[src/rtl/dfr_pkg.sv]
// Shared types and default sizes for the DFR input masker.
// The node count default is also used by the reservoir instantiation.
package dfr_pkg;

  localparam int DFR_NODES = 10;
  localparam int DFR_SW    = 16;
  localparam int DFR_MW    = 16;
  localparam int DFR_DW    = 32;

  typedef enum logic {
    IDLE = 1'b0,
    RUN  = 1'b1
  } state_t;

  function automatic int addr_w(input int n);
    return (n > 1) ? $clog2(n) : 1;
  endfunction

endpackage

[src/rtl/dfr_input_masker_if.sv]
// Sample handshake, mask write port and reservoir drive bundle.
// master = producer side, slave = the masker itself.
interface dfr_input_masker_if #(
  parameter int SAMPLE_WIDTH = 16,
  parameter int MASK_WIDTH   = 16,
  parameter int DATA_WIDTH   = 32,
  parameter int ADDR_WIDTH   = 4
);

  logic                    in_valid;
  logic                    in_ready;
  logic [SAMPLE_WIDTH-1:0] in_data;
  logic                    mask_wr_en;
  logic [ADDR_WIDTH-1:0]   mask_wr_addr;
  logic [MASK_WIDTH-1:0]   mask_wr_data;
  logic [DATA_WIDTH-1:0]   res_din;
  logic                    res_en;
  logic                    sample_done;
  logic                    busy;

  modport master (
    output in_valid,
    output in_data,
    output mask_wr_en,
    output mask_wr_addr,
    output mask_wr_data,
    input  in_ready,
    input  res_din,
    input  res_en,
    input  sample_done,
    input  busy
  );

  modport slave (
    input  in_valid,
    input  in_data,
    input  mask_wr_en,
    input  mask_wr_addr,
    input  mask_wr_data,
    output in_ready,
    output res_din,
    output res_en,
    output sample_done,
    output busy
  );

endinterface

[src/rtl/dfr_mask_regfile.sv]
// Per-node mask storage: one write port, one combinational read port.
// Reads see the pre-edge value, so a same-cycle write is read-before-write.
module dfr_mask_regfile
  import dfr_pkg::*;
#(
  parameter int VIRTUAL_NODES = DFR_NODES,
  parameter int MASK_WIDTH    = DFR_MW,
  parameter int ADDR_WIDTH    = addr_w(DFR_NODES)
) (
  input  logic                  clk,
  input  logic                  rst_n,
  input  logic                  wr_en,
  input  logic [ADDR_WIDTH-1:0] wr_addr,
  input  logic [MASK_WIDTH-1:0] wr_data,
  input  logic [ADDR_WIDTH-1:0] rd_addr,
  output logic [MASK_WIDTH-1:0] rd_data
);

  logic [MASK_WIDTH-1:0] mem [VIRTUAL_NODES];

  // Matching against each index drops out-of-range addresses.
  always_ff @(posedge clk or negedge rst_n) begin
    if (!rst_n) begin
      for (int i = 0; i < VIRTUAL_NODES; i++) begin
        mem[i] <= '0;
      end
    end else begin
      for (int i = 0; i < VIRTUAL_NODES; i++) begin
        if (wr_en && wr_addr == ADDR_WIDTH'(i)) begin
          mem[i] <= wr_data;
        end
      end
    end
  end

  always_comb begin
    rd_data = '0;
    for (int i = 0; i < VIRTUAL_NODES; i++) begin
      if (rd_addr == ADDR_WIDTH'(i)) begin
        rd_data = mem[i];
      end
    end
  end

endmodule

[src/rtl/dfr_input_masker.sv]
// Accepts one sample, then emits sample*mask[n] for each virtual node
// with a one-cycle res_en strobe per node.
module dfr_input_masker
  import dfr_pkg::*;
#(
  parameter int VIRTUAL_NODES = DFR_NODES,
  parameter int SAMPLE_WIDTH  = DFR_SW,
  parameter int MASK_WIDTH    = DFR_MW,
  parameter int DATA_WIDTH    = DFR_DW
) (
  input logic               clk,
  input logic               rst,
  dfr_input_masker_if.slave bus
);

  localparam int AW = addr_w(VIRTUAL_NODES);
  localparam logic [AW-1:0] LAST = AW'(VIRTUAL_NODES - 1);

  if (DATA_WIDTH != SAMPLE_WIDTH + MASK_WIDTH) begin : g_width_chk
    $error("DATA_WIDTH must equal SAMPLE_WIDTH+MASK_WIDTH");
  end

  state_t                  state;
  state_t                  state_n;
  logic [AW-1:0]           node_idx;
  logic [AW-1:0]           node_n;
  logic [SAMPLE_WIDTH-1:0] sample_q;
  logic [MASK_WIDTH-1:0]   mask_rd;
  logic [DATA_WIDTH-1:0]   product;
  logic [DATA_WIDTH-1:0]   res_din_q;
  logic                    res_en_q;
  logic                    done_q;
  logic                    accept;
  logic                    last_node;

  dfr_mask_regfile #(
    .VIRTUAL_NODES(VIRTUAL_NODES),
    .MASK_WIDTH   (MASK_WIDTH),
    .ADDR_WIDTH   (AW)
  ) u_masks (
    .clk    (clk),
    .rst_n  (rst),
    .wr_en  (bus.mask_wr_en),
    .wr_addr(bus.mask_wr_addr),
    .wr_data(bus.mask_wr_data),
    .rd_addr(node_idx),
    .rd_data(mask_rd)
  );

  assign accept    = bus.in_valid && (state == IDLE);
  assign last_node = (node_idx == LAST);
  assign product   = DATA_WIDTH'(sample_q) * DATA_WIDTH'(mask_rd);

  always_comb begin
    state_n = state;
    node_n  = node_idx;
    unique case (state)
      IDLE: begin
        if (accept) begin
          state_n = RUN;
          node_n  = '0;
        end
      end
      RUN: begin
        if (last_node) begin
          state_n = IDLE;
          node_n  = '0;
        end else begin
          node_n = node_idx + 1'b1;
        end
      end
      default: begin
        state_n = IDLE;
        node_n  = '0;
      end
    endcase
  end

  always_ff @(posedge clk or negedge rst) begin
    if (!rst) begin
      state     <= IDLE;
      node_idx  <= '0;
      sample_q  <= '0;
      res_din_q <= '0;
      res_en_q  <= 1'b0;
      done_q    <= 1'b0;
    end else begin
      state    <= state_n;
      node_idx <= node_n;
      res_en_q <= (state == RUN);
      done_q   <= (state == RUN) && last_node;
      if (accept) begin
        sample_q <= bus.in_data;
      end
      if (state == RUN) begin
        res_din_q <= product;
      end
    end
  end

  assign bus.in_ready    = (state == IDLE);
  assign bus.busy        = (state == RUN);
  assign bus.res_din     = res_din_q;
  assign bus.res_en      = res_en_q;
  assign bus.sample_done = done_q;

endmodule

[src/flat_wrapper.sv]
// flat-port wrapper written by rule: the top's interface ports become plain ports
module dfr_input_masker_flat import dfr_pkg::*;
#(
  parameter int VIRTUAL_NODES = DFR_NODES,
  parameter int SAMPLE_WIDTH  = DFR_SW,
  parameter int MASK_WIDTH    = DFR_MW,
  parameter int DATA_WIDTH    = DFR_DW
)
  (clk, rst, bus_in_valid, bus_in_data, bus_mask_wr_en, bus_mask_wr_addr, bus_mask_wr_data, bus_in_ready, bus_res_din, bus_res_en, bus_sample_done, bus_busy);
  dfr_input_masker_if #(.SAMPLE_WIDTH(SAMPLE_WIDTH), .MASK_WIDTH(MASK_WIDTH), .DATA_WIDTH(DATA_WIDTH), .ADDR_WIDTH((4))) bus_i ();
  input logic clk;
  input logic rst;
  input wire logic [$bits(bus_i.in_valid)-1:0] bus_in_valid;
  input wire logic [$bits(bus_i.in_data)-1:0] bus_in_data;
  input wire logic [$bits(bus_i.mask_wr_en)-1:0] bus_mask_wr_en;
  input wire logic [$bits(bus_i.mask_wr_addr)-1:0] bus_mask_wr_addr;
  input wire logic [$bits(bus_i.mask_wr_data)-1:0] bus_mask_wr_data;
  output wire logic [$bits(bus_i.in_ready)-1:0] bus_in_ready;
  output wire logic [$bits(bus_i.res_din)-1:0] bus_res_din;
  output wire logic [$bits(bus_i.res_en)-1:0] bus_res_en;
  output wire logic [$bits(bus_i.sample_done)-1:0] bus_sample_done;
  output wire logic [$bits(bus_i.busy)-1:0] bus_busy;
  assign bus_i.in_valid = bus_in_valid;
  assign bus_i.in_data = bus_in_data;
  assign bus_i.mask_wr_en = bus_mask_wr_en;
  assign bus_i.mask_wr_addr = bus_mask_wr_addr;
  assign bus_i.mask_wr_data = bus_mask_wr_data;
  assign bus_in_ready = bus_i.in_ready;
  assign bus_res_din = bus_i.res_din;
  assign bus_res_en = bus_i.res_en;
  assign bus_sample_done = bus_i.sample_done;
  assign bus_busy = bus_i.busy;
  dfr_input_masker #(.VIRTUAL_NODES(VIRTUAL_NODES), .SAMPLE_WIDTH(SAMPLE_WIDTH), .MASK_WIDTH(MASK_WIDTH), .DATA_WIDTH(DATA_WIDTH)) u_core (.clk(clk), .rst(rst), .bus(bus_i));
endmodule
[config.mk]
export PLATFORM = sky130hd
export DESIGN_NAME = dfr_input_masker_flat
export DESIGN_NICKNAME = d
export VERILOG_FILES = /design/src/rtl/dfr_pkg.sv /design/src/rtl/dfr_input_masker_if.sv /design/src/rtl/dfr_mask_regfile.sv /design/src/rtl/dfr_input_masker.sv /design/src/flat_wrapper.sv
export SDC_FILE = /design/constraint.sdc
export NUM_CORES = 1
export LEC_CHECK = 0
export CORE_ASPECT_RATIO = 0.5
export CORE_MARGIN = 4
export CORE_UTILIZATION = 50
export DETAILED_ROUTE_END_ITERATION = 12
export HOLD_SLACK_MARGIN = 0.06
export PLACE_DENSITY = 0.69
export SYNTH_ARGS = -nofsm -noshare
export SYNTH_HDL_FRONTEND = slang
export SYNTH_SLANG_ARGS = --single-unit
[constraint.sdc]
create_clock -name clk -period 7.1 [get_ports clk]
set_clock_uncertainty 0.2 [all_clocks]
set_input_delay 1.42 -clock clk [delete_from_list [all_inputs] [get_ports clk]]
set_output_delay 1.42 -clock clk [all_outputs]
set_load 0.01 [all_outputs]
==> results.yml <==
outcome:
  status: "finished with violations"
  failed_checks: "negative setup slack"
synthesis:
  yosysWarnings: 0
  synth_nets: 1999
  synth-seq-cells: 215
  syn_inst: 1661
  syn_area_per_cell_um2: 10.87
  synth_cell_types: 69
  synth_top_cell_area_share_pct: 29.79
  synthTopCellsByArea: "dfrtp_1 (30%), fa_1 (22%), mux2_2 (12%)"
  synth_mux_area_share_pct: 14.63
  syn-cell-area_um2: 18060
  synth_common_cells: "inv_1 (229), dfrtp_1 (215), fa_1 (194), mux2_2 (192), nand2_1 (169)"
  synth_compound_area_share_pct: 7.517
  ys_seq_area_share_pct: 29.79
  synth_edf_count: 0
  synth_xor_xnor_area_share_pct: 0.8244
  yosysMostFrequentCell: "inv_1"
  yosys.area.top_type: "dfrtp_1"
  synth_top_family_by_area: "adder cells"
  async_reset_ff_share_pct: 100.0
  synthAdderAreaFrac_pct: 28.71
  yosys.area_share.simple_pct: 11.21
  synthFlopType: "dfrtp_1"
min_path:
  worstHoldStart: "u_core.bus.res_din[8]"
  hold_class: "register to register"
  holdPathStages: 1
cells_and_area:
  diodes: 0
  final_area_um2: 21510
  drive_above_1_share_pct: 27.74
  nets: 2177
  area_delta_synth_final_pct: 19.12
sta:
  rsz0062_at_grt: "yes"
  period_minus_slack_ps: 7128
  finalCritPeriodShare_pct: 100.4
  fin_tns_setup_ps: -42.30
  tightest_slew_ps: 1157
  fmax_mhz: 140.3
  fin_ws_ps: -27.54
  setup_viol: 4
  hold_viol_final: 0
  slew_headroom_pct: 22.84
  finalMaxSlewViolations: 0
routing:
  drc: 0
  vias_per_cell: 5.503
  dr.pass1.iters: 5
  postRouteAntennaNets: 0
  drt_iter0_drc: 553
  route.vias.total: 12810
  wire_per_inst_um: 19.40
  wl_mm: 45.15
clocking:
  cts-hold-fix-buffers: 0
  clock-root-buffer: "clkbuf_16"
  clk_latency_ps: 540
  clk_pin_slew_ps: 70
  cts_buffers: 22
  cts_tree: "built"
  cts.sink_count: 215
  cts_max_level: 1
  cts_max_path_buffers: 3
die:
  io_pins: 76
  initial_core_util_pct: 51.58
  core_um2: 35010
  fp.dieH_um: 142.4
  dieArea_um2: 39410
  rows: 48
  dieWidth_um: 276.8
placement:
  routabilityCongestion: 0.8580
  place_hpwl_mm: 33.57
  dpl_cell_area_um2: 20150
  io_buffers: 75
critical_path:
  criticalPathCategory: "register to register"
  crit_required_ps: 7340
  regToRegSetupSlack_ps: -30
  crit_path_start: "u_core.node_idx[0]"
  reg2reg_depth: 26
  crit_path_start_kind: "register"
  cp.arrival_ps: 7360
  critPathMaxFanout: 7
  r2r-start: "u_core.node_idx[0]"
  cp-end-kind: "register"
global_routing:
  grt_usage_pct: 23.35
  grt_pass1_vias: 13697
  grt_pass1_wl_mm: 73.86
  overflow: 0
  grt_max_degree: 92
  antenna_found_initial: 0
job:
  cap_violations: 0
-- through the flow --
stage	std cells	hold WS, ps	setup slack [ps]	utilization, %
after floorplan	1661	270.6	154.9	-
after global placement	2272	266.0	-117.6	57.54
after detailed placement	2272	275.8	-213.7	57.54
after CTS	2322	290.6	-23.56	60.72
after global routing	2328	314.8	-278.2	61.44
final	2328	288.2	-27.54	61.44
-- what timing repair did --
action | CTS | global route
buffers inserted | 11 | 9
gates cloned | 1 | 0
resized for setup | 59 | 58
pin swaps | 26 | 24
endpoints found under the setup margin | 15 | 18
-- cell type report --
cell class	count	area, um^2
Clock buffer	30	640.6
Clock inverter	8	100.1
Fill cell	2823	13500
Inverter	229	859.6
Multi-Input combinational cell	1127	11770
Sequential cell	215	5383
Tap cell	475	594.3
Timing Repair Buffer	244	2168
-- worst max-delay path: stages (launching register included) --
cell	delay (ps)
dfrtp_2	450
mux4_2	520
a221oi_2	270
a21oi_1	110
a221o_1	310
buf_12	160
buf_4	150
and2_1	160
fa_1	480
inv_1	50
fa_2	520
inv_1	50
ha_1	190
fa_1	470
fa_1	540
inv_1	50
fa_1	480
inv_1	50
ha_2	380
o21a_1	140
o21a_1	180
a31oi_4	130
buf_6	140
o311ai_4	280
o2111ai_2	140
and3b_1	200
o31ai_1	220
-- path summary, 6_finish.rpt --
check | end
max | u_core.bus.res_din[27]
min reg2reg | u_core.bus.res_din[8]
min in group asynchronous | u_core.u_masks.mem[64]
min | u_core.bus.res_din[8]
max reg2reg | u_core.bus.res_din[27]
max in group asynchronous | u_core.sample_q[10]
-- flip-flops by register name (all words and copies together), names as in the netlist --
name	count
u_core.bus.busy	1
u_core.bus.res_din	32
u_core.bus.res_en	1
u_core.bus.sample_done	1
u_core.node_idx	4
u_core.sample_q	16
u_core.u_masks.mem	160
-- logic make-up (layout without fill, tap and decap cells) --
logic type | after synthesis | in the layout
buf+inv | 319 | 511
simple gates | 399 | 399
mux | 226 | 226
compound gates | 187 | 187
flops | 215 | 215
fa+ha+maj | 298 | 298
xor+xnor | 17 | 17
-- per-layer routing --
layer	global-route usage [%]	wire (um)
met3	3.262	1857
met2	40.28	21910
met5	0	0
met1	31.62	20160
met4	6.078	1221
-- layout by cell type, fill, tap and decap left out, types with 6 or more instances in the layout --
cell type / netlist / routed
inv_1: 229 / 220
dfrtp_1: 215 / 213
mux2_2: 192 / 191
fa_1: 194 / 189
nand2_1: 169 / 167
buf_4: 9 / 150
and2_1: 125 / 117
ha_1: 104 / 93
clkdlybuf4s50_1: 0 / 74
nor2_1: 40 / 36
a21oi_1: 33 / 26
clkbuf_16: 0 / 22
mux2i_1: 22 / 21
a21o_1: 20 / 20
a22oi_1: 17 / 16
o21ai_0: 28 / 16
o21ai_1: 6 / 15
xnor2_1: 14 / 14
and2_4: 5 / 13
mux4_2: 11 / 11
ha_4: 0 / 10
o211ai_1: 9 / 9
inv_2: 0 / 9
buf_6: 10 / 9
a211oi_2: 5 / 7
nand3b_1: 7 / 7
buf_12: 0 / 7
o21ai_2: 5 / 6
or3_1: 7 / 6
a211oi_1: 9 / 6
o31ai_1: 7 / 6
clkbuf_8: 0 / 6
Power is left out: the tool's default activity adds up to more than one toggle a clock period on the data nets, which glitch-free logic cannot reach.
